## config.mk

```make
export PLATFORM = sky130hd
export DESIGN_NAME = quad_input_filter
export DESIGN_NICKNAME = d
export VERILOG_FILES = /design/src/rtl/quad_input_filter.sv
export SDC_FILE = /design/constraint.sdc
export NUM_CORES = 1
export LEC_CHECK = 0
export BUFFER_PORTS_ARGS = -buffer_cell sky130_fd_sc_hd__buf_2
export CORE_ASPECT_RATIO = 2
export CORE_MARGIN = 1
export CORE_UTILIZATION = 31
export DETAILED_ROUTE_END_ITERATION = 16
export PLACE_DENSITY_LB_ADDON = 0.08
export SYNTH_ARGS = -nofsm -noshare
export SYNTH_HDL_FRONTEND = slang
export SYNTH_SLANG_ARGS = --single-unit
```

## constraint.sdc

```tcl
create_clock -name clk -period 4.2 [get_ports clk]
set_input_delay 1.26 -clock clk [delete_from_list [all_inputs] [get_ports clk]]
set_output_delay 1.26 -clock clk [all_outputs]
set_load 0.03 [all_outputs]
```

## src/rtl/quad_input_filter.sv

```systemverilog
// quad_input_filter: synchronises and de-glitches encoder A/B for the
// quadrature decoder, flagging Gray-code violations and counting glitches.

// One encoder channel: synchroniser chain plus stable-level filter.
module qif_channel #(
    parameter int SYNC_STAGES = 2,
    parameter int FILT_CYCLES = 100
) (
    input  logic clk,
    input  logic rst,
    input  logic raw_i,
    input  logic load_i,
    input  logic run_i,
    output logic filt_o,
    output logic upd_o,
    output logic glitch_o
);
    localparam int FC_W = (FILT_CYCLES > 1) ? $clog2(FILT_CYCLES) : 1;
    localparam logic [FC_W-1:0] LAST = FC_W'(FILT_CYCLES - 1);

    logic [SYNC_STAGES-1:0] sync_q;
    logic [SYNC_STAGES-1:0] sync_d;
    logic                   s;
    logic                   s_nxt;
    logic                   f_q;
    logic                   f_d;
    logic [FC_W-1:0]        c_q;
    logic [FC_W-1:0]        c_d;

    assign sync_d = {sync_q[SYNC_STAGES-2:0], raw_i};
    assign s      = sync_q[SYNC_STAGES-1];
    // Value the last stage captures on this edge, used for the INIT load
    assign s_nxt  = sync_q[SYNC_STAGES-2];
    assign filt_o = f_q;

    // Filter next state: count disagreement, accept after FILT_CYCLES
    always_comb begin
        f_d      = f_q;
        c_d      = c_q;
        upd_o    = 1'b0;
        glitch_o = 1'b0;
        if (load_i) begin
            f_d = s_nxt;
            c_d = '0;
        end else if (!run_i) begin
            c_d = '0;
        end else if (s != f_q) begin
            if (c_q == LAST) begin
                f_d   = s;
                c_d   = '0;
                upd_o = 1'b1;
            end else begin
                c_d = c_q + 1'b1;
            end
        end else if (c_q != '0) begin
            c_d      = '0;
            glitch_o = 1'b1;
        end
    end

    // Synchroniser, filtered level and stability counter registers
    always_ff @(posedge clk or negedge rst) begin
        if (!rst) begin
            sync_q <= '0;
            f_q    <= 1'b0;
            c_q    <= '0;
        end else begin
            sync_q <= sync_d;
            f_q    <= f_d;
            c_q    <= c_d;
        end
    end
endmodule

module quad_input_filter #(
    parameter int SYNC_STAGES = 2,
    parameter int FILT_CYCLES = 100,
    parameter int CNT_W       = 16
) (
    input  logic             clk,
    input  logic             rst,
    input  logic             a_raw,
    input  logic             b_raw,
    input  logic             en,
    input  logic             err_clr,
    output logic             a_filt,
    output logic             b_filt,
    output logic             edge_stb,
    output logic             err_illegal,
    output logic [CNT_W-1:0] glitch_cnt
);
    localparam int IC_W = $clog2(SYNC_STAGES + 1);
    localparam logic [IC_W-1:0] INIT_LAST = IC_W'(SYNC_STAGES - 1);
    localparam logic [CNT_W-1:0] CNT_MAX = {CNT_W{1'b1}};

    typedef enum logic {
        INIT = 1'b0,
        RUN  = 1'b1
    } state_e;

    state_e           state_q;
    state_e           state_d;
    logic [IC_W-1:0]  init_q;
    logic [IC_W-1:0]  init_d;
    logic             load;
    logic             run;
    logic             a_upd;
    logic             b_upd;
    logic             a_gl;
    logic             b_gl;
    logic             chg_q;
    logic             chg_d;
    logic             stb_q;
    logic             stb_d;
    logic             err_q;
    logic             err_d;
    logic [CNT_W-1:0] cnt_q;
    logic [CNT_W-1:0] cnt_d;
    logic [CNT_W-1:0] cnt_base;
    logic [CNT_W+1:0] cnt_sum;

    qif_channel #(
        .SYNC_STAGES(SYNC_STAGES),
        .FILT_CYCLES(FILT_CYCLES)
    ) u_a (
        .clk     (clk),
        .rst     (rst),
        .raw_i   (a_raw),
        .load_i  (load),
        .run_i   (run),
        .filt_o  (a_filt),
        .upd_o   (a_upd),
        .glitch_o(a_gl)
    );

    qif_channel #(
        .SYNC_STAGES(SYNC_STAGES),
        .FILT_CYCLES(FILT_CYCLES)
    ) u_b (
        .clk     (clk),
        .rst     (rst),
        .raw_i   (b_raw),
        .load_i  (load),
        .run_i   (run),
        .filt_o  (b_filt),
        .upd_o   (b_upd),
        .glitch_o(b_gl)
    );

    assign run         = (state_q == RUN) && en;
    assign edge_stb    = stb_q;
    assign err_illegal = err_q;
    assign glitch_cnt  = cnt_q;

    // Startup sequencing: wait for the synchronisers to fill, then load
    always_comb begin
        state_d = state_q;
        init_d  = init_q;
        load    = 1'b0;
        unique case (state_q)
            INIT: begin
                if (init_q == INIT_LAST) begin
                    state_d = RUN;
                    init_d  = '0;
                    load    = 1'b1;
                end else begin
                    init_d = init_q + 1'b1;
                end
            end
            RUN: begin
                state_d = RUN;
            end
            default: begin
                state_d = INIT;
                init_d  = '0;
            end
        endcase
    end

    // Strobe pipeline, sticky Gray error and saturating glitch counter
    always_comb begin
        chg_d    = a_upd | b_upd;
        stb_d    = chg_q;
        err_d    = err_q;
        if (err_clr) begin
            err_d = 1'b0;
        end
        if (a_upd && b_upd) begin
            err_d = 1'b1;
        end
        cnt_base = err_clr ? '0 : cnt_q;
        cnt_sum  = {2'b00, cnt_base}
                 + {{(CNT_W+1){1'b0}}, a_gl}
                 + {{(CNT_W+1){1'b0}}, b_gl};
        if (cnt_sum > {2'b00, CNT_MAX}) begin
            cnt_d = CNT_MAX;
        end else begin
            cnt_d = cnt_sum[CNT_W-1:0];
        end
    end

    // Control and diagnostic registers
    always_ff @(posedge clk or negedge rst) begin
        if (!rst) begin
            state_q <= INIT;
            init_q  <= '0;
            chg_q   <= 1'b0;
            stb_q   <= 1'b0;
            err_q   <= 1'b0;
            cnt_q   <= '0;
        end else begin
            state_q <= state_d;
            init_q  <= init_d;
            chg_q   <= chg_d;
            stb_q   <= stb_d;
            err_q   <= err_d;
            cnt_q   <= cnt_d;
        end
    end
endmodule

```

==> results.txt <==
- The flow ran to the end, and the final reports show no timing, DRC or antenna violations.
- Number of inserted diodes: 0
- Post-DRT Antenna Nets: 0
- Portion of the clock cycle consumed by the worst path in the final layout: 0.726
* Share of power burned in registers: 0.478
* Largest net degree at the start of global routing: 43
* Placer's final routability congestion estimate: 0.736
- For the worst-skew pair, the clock arrives at the later sink with an insertion delay of 0.29 ns.
* Post-synth top area share: 0.500
- Across every metal layer, demand over resource in global routing totals 0.155.
- In this run the register-to-register setup slack is 1.40 ns.
- DR vias/cell: 4.87
* Total of max-cap violations: 0
- For the pin with the worst max-slew slack, the measured transition is 0.928 ns.
- DIE AREA: 7130 um^2
* Total routed wirelength: 4.74 mm
- Hold path startpoint: chg_q$_DFF_PN0_
- Setup repair after global routing left no endpoint under its margin.
- Register area share after synthesis: 0.500
* Synthesized instance count: 198
- In this run the cell area measured after placement is ~2300 um^2.
- In this design, the largest share of critical-path delay is due to simple AND/OR/NAND/NOR gates.
- Cell type of the slowest stage on the worst timing path: sky130_fd_sc_hd__or3_1
- Share of synthesized registers carrying an async set or reset: 1.00
* Largest cells by area after synthesis: sky130_fd_sc_hd__dfrtp_1 (50%), sky130_fd_sc_hd__xor2_1 (4.6%), sky130_fd_sc_hd__xnor2_1 (4.2%)
* Setup-violating endpoint count in the final report: 0
- Clock Sinks: 42
- Net Sw Frac: 0.242
* Power spent charging and discharging nets: 216 uW
- Across all layers, the routed design uses between 1,500 and 2,000 vias.
- Timing would allow up to 328 MHz.
- Sum of negative setup slack: 0 ns
- The worst setup path is captured at a flop.
- After routing the design area is 2480 um^2.
- Count of state elements after synthesis: 42
- Share of total power in combinational logic: 0.082
* Crit path arrival time: 3.25 ns
* Power share of the clock group: 0.440
- Gates resized during post-CTS repair numbered 0.
* Synthesis-to-layout area growth: 18.0%
- STA puts the critical path data required time at around 4.4 ns.
- The worst hold path terminates at edge_stb$_DFF_PN0_.
- Setup Skew: ~0.0043 ns
- In this run the cell area of the synthesized design comes to 2100 um^2.
- TritonCTS built the clock tree.
- Drt drc: 0
* FF-to-FF Start: u_a.c_q[3]$_DFFE_PN0P_
* Vertical die dimension: 118 um
- The tightest min-delay check is of the reg -> reg type.
- Fraction of layout cells with a size suffix above 1: 0.188
- Summed over all layers, the global routing overflow is 0.
- Power density normalized to cell area: 359 nW/um^2
- During placement, the flow inserted port buffers numbering 25.
- The internal power of the cells totals 675 uW.
* Cells on worst reg2reg path: 9
* Num ports: 26
- Net count reported at finish: 240
* Die Width: roughly 60 um
- Average footprint of a synthesized cell: 10.6 um^2
- Count of synthesis-stage warnings from yosys: 0
- DRC marker count from the first detailed-route iteration: 47
- Primary FF master, synth: sky130_fd_sc_hd__dfrtp_1
* Detail-routed net length per standard cell: ~15 um
* Clock root buffer master: sky130_fd_sc_hd__clkbuf_16
- The number of hold buffers added after CTS was 0.
- Walking the worst path, the cells encountered are buf_2 -> nand2_1 -> nor3_1 -> fa_1 -> ha_1 -> inv_1 -> or3_1 -> xor2_1 -> o21ai_0.
- For this configuration, the core starts out at a cell density of 0.320.
- Number of library cell types mapped by synthesis: 46
* Row cnt: 42
- Measured against its own limit, the worst slew margin works out to 0.382.
* Core ar.: around 6600 um^2
* Minimum hold slack: ~0.35 ns
- For this run, the detailed router's first-pass iteration total came to 4.
- The final number of max-transition violations was 0.
- Register clock-pin slew on the reported worst setup and hold paths: 0.06 ns
- Worst vdd rail ir drop: 0.210 mV
- The number of antenna violations at the first check in global routing was 0.
- The first global-routing pass estimated 8.12 mm of wire.
* Post-synth EDFFs: 0
- Summed over all instances, the cell type with the most area after synthesis is sky130_fd_sc_hd__dfrtp_1.
- The worst register-to-register path ends at glitch_cnt[6]$_DFF_PN0_.
* Min-Delay Path Depth: 0
* P_leak: 0.00118 uW
- CP Max Fanout: 7
* Time the worst path needs with I/O delays and setup: slightly above 3 ns
* Vias in the first global route: approximately 1,600
- Buffer count from post-CTS setup fixing: 0
- Final hold viol count: 0
* Detailed placement HPWL: 3.57 mm
* CTS H-Tree Depth: 2
- The number of clock buffers added by TritonCTS is 5.
- Syn_nets: between 200 and 250
- Post-Layout Cell Count: approximately 320
- CTS Buffer Depth: 2
- Counting tap cells, the placed design contains a total of 309 instances.
- By startpoint and endpoint, the worst setup path is classified as in -> reg.
- Count of buffering cells on the critical path with inverters included: 2
* CP startpoint kind: primary input
- Highest cell delay on the worst timing path: 0.38 ns
==> power by group through the flow <==
| stage | registers, uW | clock network [uW] | logic [uW] |
|---|---|---|---|
| final | 426 | 392 | 73.2 |
| after global routing | 428 | 419 | 83.2 |
| after CTS | 426 | 402 | 75.5 |
| after detailed placement | 434 | 0 | 74.9 |
| after global placement | 434 | 0 | 74.1 |
| after floorplan | 440 | 0 | 37.3 |
==> cells in the mapped netlist (2+ instances only) <==
library cell,instances
sky130_fd_sc_hd__and3_1,5
sky130_fd_sc_hd__a21oi_1,6
sky130_fd_sc_hd__ha_1,5
sky130_fd_sc_hd__xnor2_1,10
sky130_fd_sc_hd__nor3_1,8
sky130_fd_sc_hd__nor2_1,11
sky130_fd_sc_hd__o211ai_1,3
sky130_fd_sc_hd__nand2b_1,3
sky130_fd_sc_hd__a21o_1,3
sky130_fd_sc_hd__and2_1,3
sky130_fd_sc_hd__or3_1,2
sky130_fd_sc_hd__nand4b_1,3
sky130_fd_sc_hd__nand2_1,13
sky130_fd_sc_hd__xor2_1,11
sky130_fd_sc_hd__nor2b_1,5
sky130_fd_sc_hd__nor4_1,3
sky130_fd_sc_hd__inv_1,13
sky130_fd_sc_hd__o21ai_0,7
sky130_fd_sc_hd__dfrtp_1,42
sky130_fd_sc_hd__nand3_1,16
==> cells in the final DEF (no fill, tap or decap), types with 2 or more instances in the layout <==
cell type                   Yosys  final
sky130_fd_sc_hd__a21o_1         3      3
sky130_fd_sc_hd__a21oi_1        6      6
sky130_fd_sc_hd__and2_1         3      3
sky130_fd_sc_hd__and3_1         5      5
sky130_fd_sc_hd__buf_2          1     25
sky130_fd_sc_hd__clkbuf_16      0      5
sky130_fd_sc_hd__dfrtp_1       42     42
sky130_fd_sc_hd__ha_1           5      5
sky130_fd_sc_hd__inv_1         13     13
sky130_fd_sc_hd__nand2_1       13     13
sky130_fd_sc_hd__nand2b_1       3      3
sky130_fd_sc_hd__nand3_1       16     16
sky130_fd_sc_hd__nand4b_1       3      3
sky130_fd_sc_hd__nor2_1        11     11
sky130_fd_sc_hd__nor2b_1        5      5
sky130_fd_sc_hd__nor3_1         8      8
sky130_fd_sc_hd__nor4_1         3      3
sky130_fd_sc_hd__o211ai_1       3      3
sky130_fd_sc_hd__o21ai_0        7      7
sky130_fd_sc_hd__or3_1          2      2
sky130_fd_sc_hd__xnor2_1       10     10
sky130_fd_sc_hd__xor2_1        11     11
==> sequential cells by signal, summed over array words and instances, names as in the netlist <==
name,count
state_q,1
init_q,2
u_a.filt_o,1
u_b.c_q,7
u_a.sync_q,2
chg_q,1
glitch_cnt,16
u_b.sync_q,2
u_b.filt_o,1
err_illegal,1
edge_stb,1
u_a.c_q,7
==> layout make-up <==
class,instances,area (um^2)
Clock buffer,6,139
Clock inverter,2,12.5
Tap cell,88,110
Fill cell,675,4090
Inverter,13,48.8
Multi-Input combinational cell,141,993
Timing Repair Buffer,25,125
Sequential cell,42,1050
==> through the flow <==
stage           util  power (uW)  setup slack (ns)
2_1_floorplan      -         477              1.22
3_3_place_gp   0.354         508             0.914
3_5_place_dp   0.354         509             0.864
4_1_cts        0.378         904              1.14
5_1_grt        0.378         931             0.893
6_report       0.378         891              1.15
==> worst max-delay path by stage <==
stage | startpoint | end | slack [ns] | cells past startpoint
2_1_floorplan | en | glitch_cnt[6]$_DFF_PN0_ | 1.22 | 8
3_3_place_gp | en | glitch_cnt[12]$_DFF_PN0_ | 0.91 | 9
3_5_place_dp | en | glitch_cnt[6]$_DFF_PN0_ | 0.86 | 9
4_1_cts | en | glitch_cnt[6]$_DFF_PN0_ | 1.14 | 9
5_1_grt | en | glitch_cnt[6]$_DFF_PN0_ | 0.89 | 9
6_report | en | glitch_cnt[6]$_DFF_PN0_ | 1.15 | 9
==> kinds of logic (layout without fill, tap and decap cells) <==
logic type / after synthesis / after routing / synth area share
AO/OA/AOI/OAI: 30 / 30 / 0.0994
XOR/XNOR: 21 / 21 / 0.0875
adder cells (fa/ha/maj): 6 / 6 / 0.0393
buffers and inverters: 15 / 46 / 0.0274
flip-flops: 42 / 42 / 0.500
multiplexers: 1 / 1 / 0.00476
AND/OR/NAND/NOR: 83 / 83 / 0.242
==> layer usage <==
layer	GRT usage	up-vias	part of all wire
li1	-	760	-
met1	0.180	745	0.39
met2	0.258	28	0.55
met3	0.0339	10	0.030
met4	0.0770	0	0.030
met5	0	-	0
No activity file was read; power rests on OpenSTA's default activity.
